`src/rtl/gray_pkg.sv`:
```
// rtl/gray_pkg.sv - shared FSM state type and default sizing for the Gray pointer receiver
package gray_pkg;

    typedef enum logic [1:0] {
        ST_WARMUP = 2'd0,
        ST_PRIME  = 2'd1,
        ST_RUN    = 2'd2
    } state_t;

    localparam int DEFAULT_SYNC_STAGES = 2;
    localparam int DEFAULT_WIDTH       = 4;

endpackage

```
`src/rtl/gray_code.sv`:
```
// rtl/gray_code.sv - combinational Gray/binary converter; INVERT=1 decodes Gray to binary
module gray_code #(
    parameter int WIDTH  = 4,
    parameter bit INVERT = 1'b0
) (
    input  logic [WIDTH-1:0] din,
    output logic [WIDTH-1:0] dout
);

    if (INVERT) begin : g_decode
        // Each binary bit is the XOR of all Gray bits at and above it.
        always_comb begin
            dout = '0;
            for (int i = 0; i < WIDTH; i++) begin
                dout[i] = ^(din >> i);
            end
        end
    end else begin : g_encode
        assign dout = din ^ (din >> 1);
    end

endmodule

```
`src/rtl/gray_pointer_rx.sv`:
```
// rtl/gray_pointer_rx.sv - synchronize, decode and track a foreign-domain Gray pointer
// Define GRAY_POINTER_RX_ERROR_CHECK_EN to flag multi-bit Gray changes as errors.
module gray_pointer_rx
    import gray_pkg::*;
#(
    parameter int WIDTH       = DEFAULT_WIDTH,
    parameter int SYNC_STAGES = DEFAULT_SYNC_STAGES
) (
    input  logic             clk,
    input  logic             reset,
    input  logic [WIDTH-1:0] gray_in,
    input  logic             clear_error,
    output logic [WIDTH-1:0] binary_out,
    output logic [WIDTH-1:0] advance,
    output logic             valid_step,
    output logic             error,
    output logic             locked
);

    localparam int CW = $clog2(SYNC_STAGES + 1);
    localparam logic [CW-1:0] WARM_LAST = CW'(SYNC_STAGES - 1);

    logic [WIDTH-1:0] sync_q [SYNC_STAGES];
    logic [WIDTH-1:0] gray_sync;
    logic [WIDTH-1:0] bin_sync;
    logic [WIDTH-1:0] prev_q;
    logic [WIDTH-1:0] binary_q;
    logic [WIDTH-1:0] advance_q;
    logic             valid_q;
    logic             error_q;
    logic [WIDTH-1:0] diff;
    logic [WIDTH-1:0] delta;
    logic             moved;
    logic             single;
    logic             step_ok;
    logic             illegal;
    state_t           state_q, state_d;
    logic [CW-1:0]    cnt_q, cnt_d;

    always_ff @(posedge clk) begin
        if (reset) begin
            for (int i = 0; i < SYNC_STAGES; i++) sync_q[i] <= '0;
        end else begin
            sync_q[0] <= gray_in;
            for (int i = 1; i < SYNC_STAGES; i++) sync_q[i] <= sync_q[i-1];
        end
    end

    assign gray_sync = sync_q[SYNC_STAGES-1];

    gray_code #(
        .WIDTH  (WIDTH),
        .INVERT (1'b1)
    ) u_decode (
        .din  (gray_sync),
        .dout (bin_sync)
    );

    always_ff @(posedge clk) begin
        if (reset) begin
            state_q <= ST_WARMUP;
            cnt_q   <= '0;
        end else begin
            state_q <= state_d;
            cnt_q   <= cnt_d;
        end
    end

    // WARMUP lasts exactly as long as the sync chain takes to fill with live data.
    always_comb begin
        state_d = state_q;
        cnt_d   = cnt_q;
        case (state_q)
            ST_WARMUP: begin
                if (cnt_q == WARM_LAST) begin
                    state_d = ST_PRIME;
                    cnt_d   = '0;
                end else begin
                    cnt_d = cnt_q + CW'(1);
                end
            end
            ST_PRIME: state_d = ST_RUN;
            ST_RUN:   state_d = ST_RUN;
            default:  state_d = ST_WARMUP;
        endcase
    end

    assign diff   = gray_sync ^ prev_q;
    assign moved  = |diff;
    assign single = moved && ((diff & (diff - WIDTH'(1))) == '0);
    assign delta  = bin_sync - binary_q;

`ifdef GRAY_POINTER_RX_ERROR_CHECK_EN
    assign step_ok = single;
    assign illegal = moved && !single;
`else
    assign step_ok = moved;
    assign illegal = 1'b0;
`endif

    always_ff @(posedge clk) begin
        if (reset) begin
            binary_q  <= '0;
            prev_q    <= '0;
            advance_q <= '0;
            valid_q   <= 1'b0;
        end else begin
            valid_q <= 1'b0;
            case (state_q)
                ST_PRIME: begin
                    binary_q  <= bin_sync;
                    prev_q    <= gray_sync;
                    advance_q <= '0;
                end
                ST_RUN: begin
                    valid_q <= step_ok;
                    if (moved) begin
                        binary_q  <= bin_sync;
                        prev_q    <= gray_sync;
                        advance_q <= delta;
                    end
                end
                default: ;
            endcase
        end
    end

    // A new violation outranks a simultaneous clear.
    always_ff @(posedge clk) begin
        if (reset) begin
            error_q <= 1'b0;
        end else if (state_q == ST_RUN && illegal) begin
            error_q <= 1'b1;
        end else if (clear_error) begin
            error_q <= 1'b0;
        end
    end

    assign binary_out = binary_q;
    assign advance    = advance_q;
    assign valid_step = valid_q;
    assign error      = error_q;
    assign locked     = (state_q == ST_RUN);

endmodule

```
`config.mk`:
```
export PLATFORM = sky130hd
export DESIGN_NAME = gray_pointer_rx
export DESIGN_NICKNAME = d
export VERILOG_FILES = /design/src/rtl/gray_pkg.sv /design/src/rtl/gray_code.sv /design/src/rtl/gray_pointer_rx.sv
export SDC_FILE = /design/constraint.sdc
export NUM_CORES = 1
export LEC_CHECK = 0
export ABC_CLOCK_PERIOD_IN_PS = 1800
export BUFFER_PORTS_ARGS = -buffer_cell sky130_fd_sc_hd__buf_2
export CAP_MARGIN = 20
export CELL_PAD_IN_SITES_DETAIL_PLACEMENT = 0
export CELL_PAD_IN_SITES_GLOBAL_PLACEMENT = 1
export CORE_ASPECT_RATIO = 0.8
export CORE_MARGIN = 5
export CORE_UTILIZATION = 30
export DETAILED_ROUTE_END_ITERATION = 6
export PLACE_DENSITY_LB_ADDON = 0.1
export SLEW_MARGIN = 40
export SYNTH_ARGS = -nofsm -noshare
export SYNTH_HDL_FRONTEND = slang
export SYNTH_HIERARCHICAL = 1
export SYNTH_SLANG_ARGS = --single-unit
```
`constraint.sdc`:
```
create_clock -name clk -period 1.8 [get_ports clk]
set_input_delay 0.36 -clock clk [delete_from_list [all_inputs] [get_ports clk]]
set_output_delay 0.36 -clock clk [all_outputs]
set_load 0.01 [all_outputs]
```
==> impl_metrics.tcl <==
set metrics [dict create \
    finalSetupViolCount 2 \
    ys_seq_area_share_pct 40.4 \
    final-seq-area_um2 508 \
    die_h_um 67.4 \
    path_clk_slew_ns 0.09 \
    top_usage_layer "met2" \
    initial_utilization_pct 31.9 \
    gp_congestion 0.716 \
    synth_edf_count 0 \
    yosysMostFrequentCell "dfxtp_1" \
    use_met2_pct 15.8 \
    clk_latency_ns 0.27 \
    die_area_mm2 0.00552 \
    hold_buffers 0 \
    drt_iter0_markers 49 \
    synthFlopType "dfxtp_1" \
    crit_path_start_kind "flop" \
    wirelength_um 2600 \
    synth-async-reset-ratio_pct 0 \
    crit_fanout 3 \
    gr-usage-met3_pct 3.47 \
    leakage_nw 0.660 \
    use_met1_pct 13.3 \
    maxCapViolCount 0 \
    r2r-end "advance[2]" \
    synth_nets 149 \
    crit_path_cell_trace "xor2_4 -> xnor2_2 -> inv_1 -> ha_2 -> inv_2 -> fa_1 -> xnor2_1 -> o311ai_1" \
    synth.avg_cell_area_um2 9.23 \
    ir_drop_v 0.000396 \
    hold_viol 0 \
    fin_tns_setup_ns -0.0317 \
    reg2reg_from "sync_q[0][6]" \
    pre_cts_ws_ns -0.0562 \
    coreArea_mm2 0.00388 \
    synth.top_cell.area_share_pct 40.4 \
    vias_per_cell 4.67 \
    violations "setup timing" \
    grt.overflow.total 0 \
    worst_path_max_delay_cell "dfxtp_4" \
    antenna_found_initial 0 \
    fin_worst_skew_ns 0.00290 \
    grt_pass1_vias 914 \
    min_to "sync_q[0][1]" \
    drive_gt1_share_pct 30.0 \
    ys_warn_count 6 \
    drtPass1Iterations 4 \
    die_width_um 81.8 \
    synth.top_cells.by_area "dfxtp_1 (40%), ha_1 (7.1%), o311ai_0 (4.2%), xnor2_1 (4.2%), nor2b_1 (4.0%)" \
    synth_common_cells "dfxtp_1 (25), nand2_1 (12), inv_1 (8), nor2b_1 (8)" \
    ff2ff_path_depth 8 \
    final_nets 176 \
    status "finished, violations left" \
    hold_class "in2reg" \
    instances_no_fill 215 \
    detail_route.wl_per_cell_um 12.1 \
    vias 1005 \
    min_period_ns 1.83 \
    power_density_mw_per_mm2 1230 \
    rows 20 \
    root_buffer "clkbuf_8" \
    diodes 0 \
    yosysTopAreaCell "dfxtp_1" \
    grt_usage_pct 10.1 \
    finalCritPeriodShare_pct 101 \
    nFillCells 403 \
    hold_path_depth 2 \
    netlist_instances 134 \
    io_pins 18 \
    cts_sinks 25 \
    grt_pass1_wl_um 4250 \
    worst-path-buf-inv 2 \
    tritoncts "yes" \
    multi_input_area_um2 692 \
    max_freq_ghz 0.548 \
    hp-start "gray_in[1]" \
    cp.required_ns 1.98 \
    syn-cell-area_mm2 0.00124 \
    port_buffers 15 \
    grt_max_degree 22 \
    rsz0062_at_grt "yes" \
    h-tree-depth 1 \
    area_growth_pct 25.7 \
    ant_nets 0 \
    drc 0 \
    worst_setup_path_end_kind "flop" \
    cp.arrival_ns 2.01 \
    slew_viol_final 0 \
    crit_family "adder cells" \
    yosysUniqueCellTypes 29 \
    dpl.hpwl_um 1840 \
    synth_seq_cells 25 \
    cts_buffers 3 \
    clockBufferDepth 2 \
    setup_ws_ns -0.0254 \
    dp_cells 209 \
    path_class "reg2reg" \
    cpPeakStageDelay_ns 0.37 \
    r2r_slack_ns -0.03 \
]
-- kinds of logic (layout without fill, tap and decap cells) --
kind of cell             Yosys count  count (layout)  share of synthesized area (%)
AO/OA/AOI/OAI                     23              23                           12.0
other                              1               1                          0.303
flip-flops                        25              25                           40.4
buffers and inverters             19              45                           7.28
XOR/XNOR                          12              12                           9.10
multiplexers                       2               2                           1.62
adder cells (fa/ha/maj)            8               8                           8.70
AND/OR/NAND/NOR                   44              44                           20.5
-- worst max-delay path by stage --
| stage | from | cells past startpoint | end | slack (ns) |
|---|---|---|---|---|
| after CTS | sync_q[0][7] | 7 | advance[3] | -0.07 |
| after global placement | sync_q[0][7] | 8 | advance[1] | -0.04 |
| after detailed placement | sync_q[0][7] | 8 | advance[2] | -0.06 |
| after floorplan | sync_q[0][7] | 8 | advance[1] | 0.000004 |
| after global routing | sync_q[0][6] | 8 | advance[2] | -0.17 |
| final | sync_q[0][6] | 8 | advance[2] | -0.03 |
-- per-layer routing --
| layer | part of all wire (%) | wire length, um | vias up |
|---|---|---|---|
| li1 | - | - | 514 |
| met1 | 49 | 1270 | 476 |
| met2 | 46 | 1190 | 13 |
| met3 | 4.7 | 123 | 2 |
| met4 | 0.73 | 19 | 0 |
| met5 | 0 | 0 | - |
-- layout by cell type (no fill, tap or decap) --
master	count
a32oi_1	1
nor2_1	5
clkbuf_8	3
fa_1	1
nand2_1	12
buf_2	15
nor4_4	1
nor4_1	1
ha_1	6
xnor2_2	2
a31oi_1	4
o311ai_0	4
xor2_4	1
or4b_4	1
ha_2	1
a21oi_1	5
o311ai_1	2
and3_1	2
conb_1	1
nor2b_1	8
o31ai_1	1
inv_1	7
mux2i_1	2
nor4b_1	3
xor2_1	4
dfxtp_1	23
o21ai_0	6
clkinv_2	1
nand3_2	1
xor2_2	1
buf_4	18
xnor2_1	4
nand3_1	3
inv_2	1
nand4_1	7
dfxtp_4	2
-- sequential cells by signal, indices dropped and copies added (netlist names) --
register and count:
cnt_q 2, sync_q 8, advance 4, state_q 2
prev_q 4, valid_step 1, binary_out 4
-- power by group --
part	total [mW]	internal (mW)	switching [mW]
registers	0.711	0.640	0.0710
logic	0.860	0.378	0.481
clock network	0.336	0.155	0.182
-- repair_timing --
action                                  4_1_cts  5_1_grt
gates resized for setup                       2       10
pin swaps                                     2        0
endpoints found under the setup margin        3        4
buffers inserted                              1        1
-- area by class of cell --
cell class                      count  area share [%]
Inverter                            8            1.93
Multi-Input combinational cell     90            44.5
Timing Repair Buffer               33            13.5
Tap cell                           55            4.42
Clock inverter                      1           0.322
Sequential cell                    25            32.7
Clock buffer                        3            2.65
-- per-stage QoR --
step / cell area, um2 / hold slack (ns) / total power [mW] / util (%)
after global routing: 1560 / 0.307 / 2.09 / 40.1
after detailed placement: 1440 / 0.427 / 1.56 / 37.2
after global placement: 1440 / 0.425 / 1.55 / 37.2
after CTS: 1500 / 0.284 / 1.92 / 38.6
after floorplan: 1240 / 0.414 / 1.28 / -
final: 1560 / 0.291 / 1.91 / 40.1
Power figures use the tool's default switching activity.
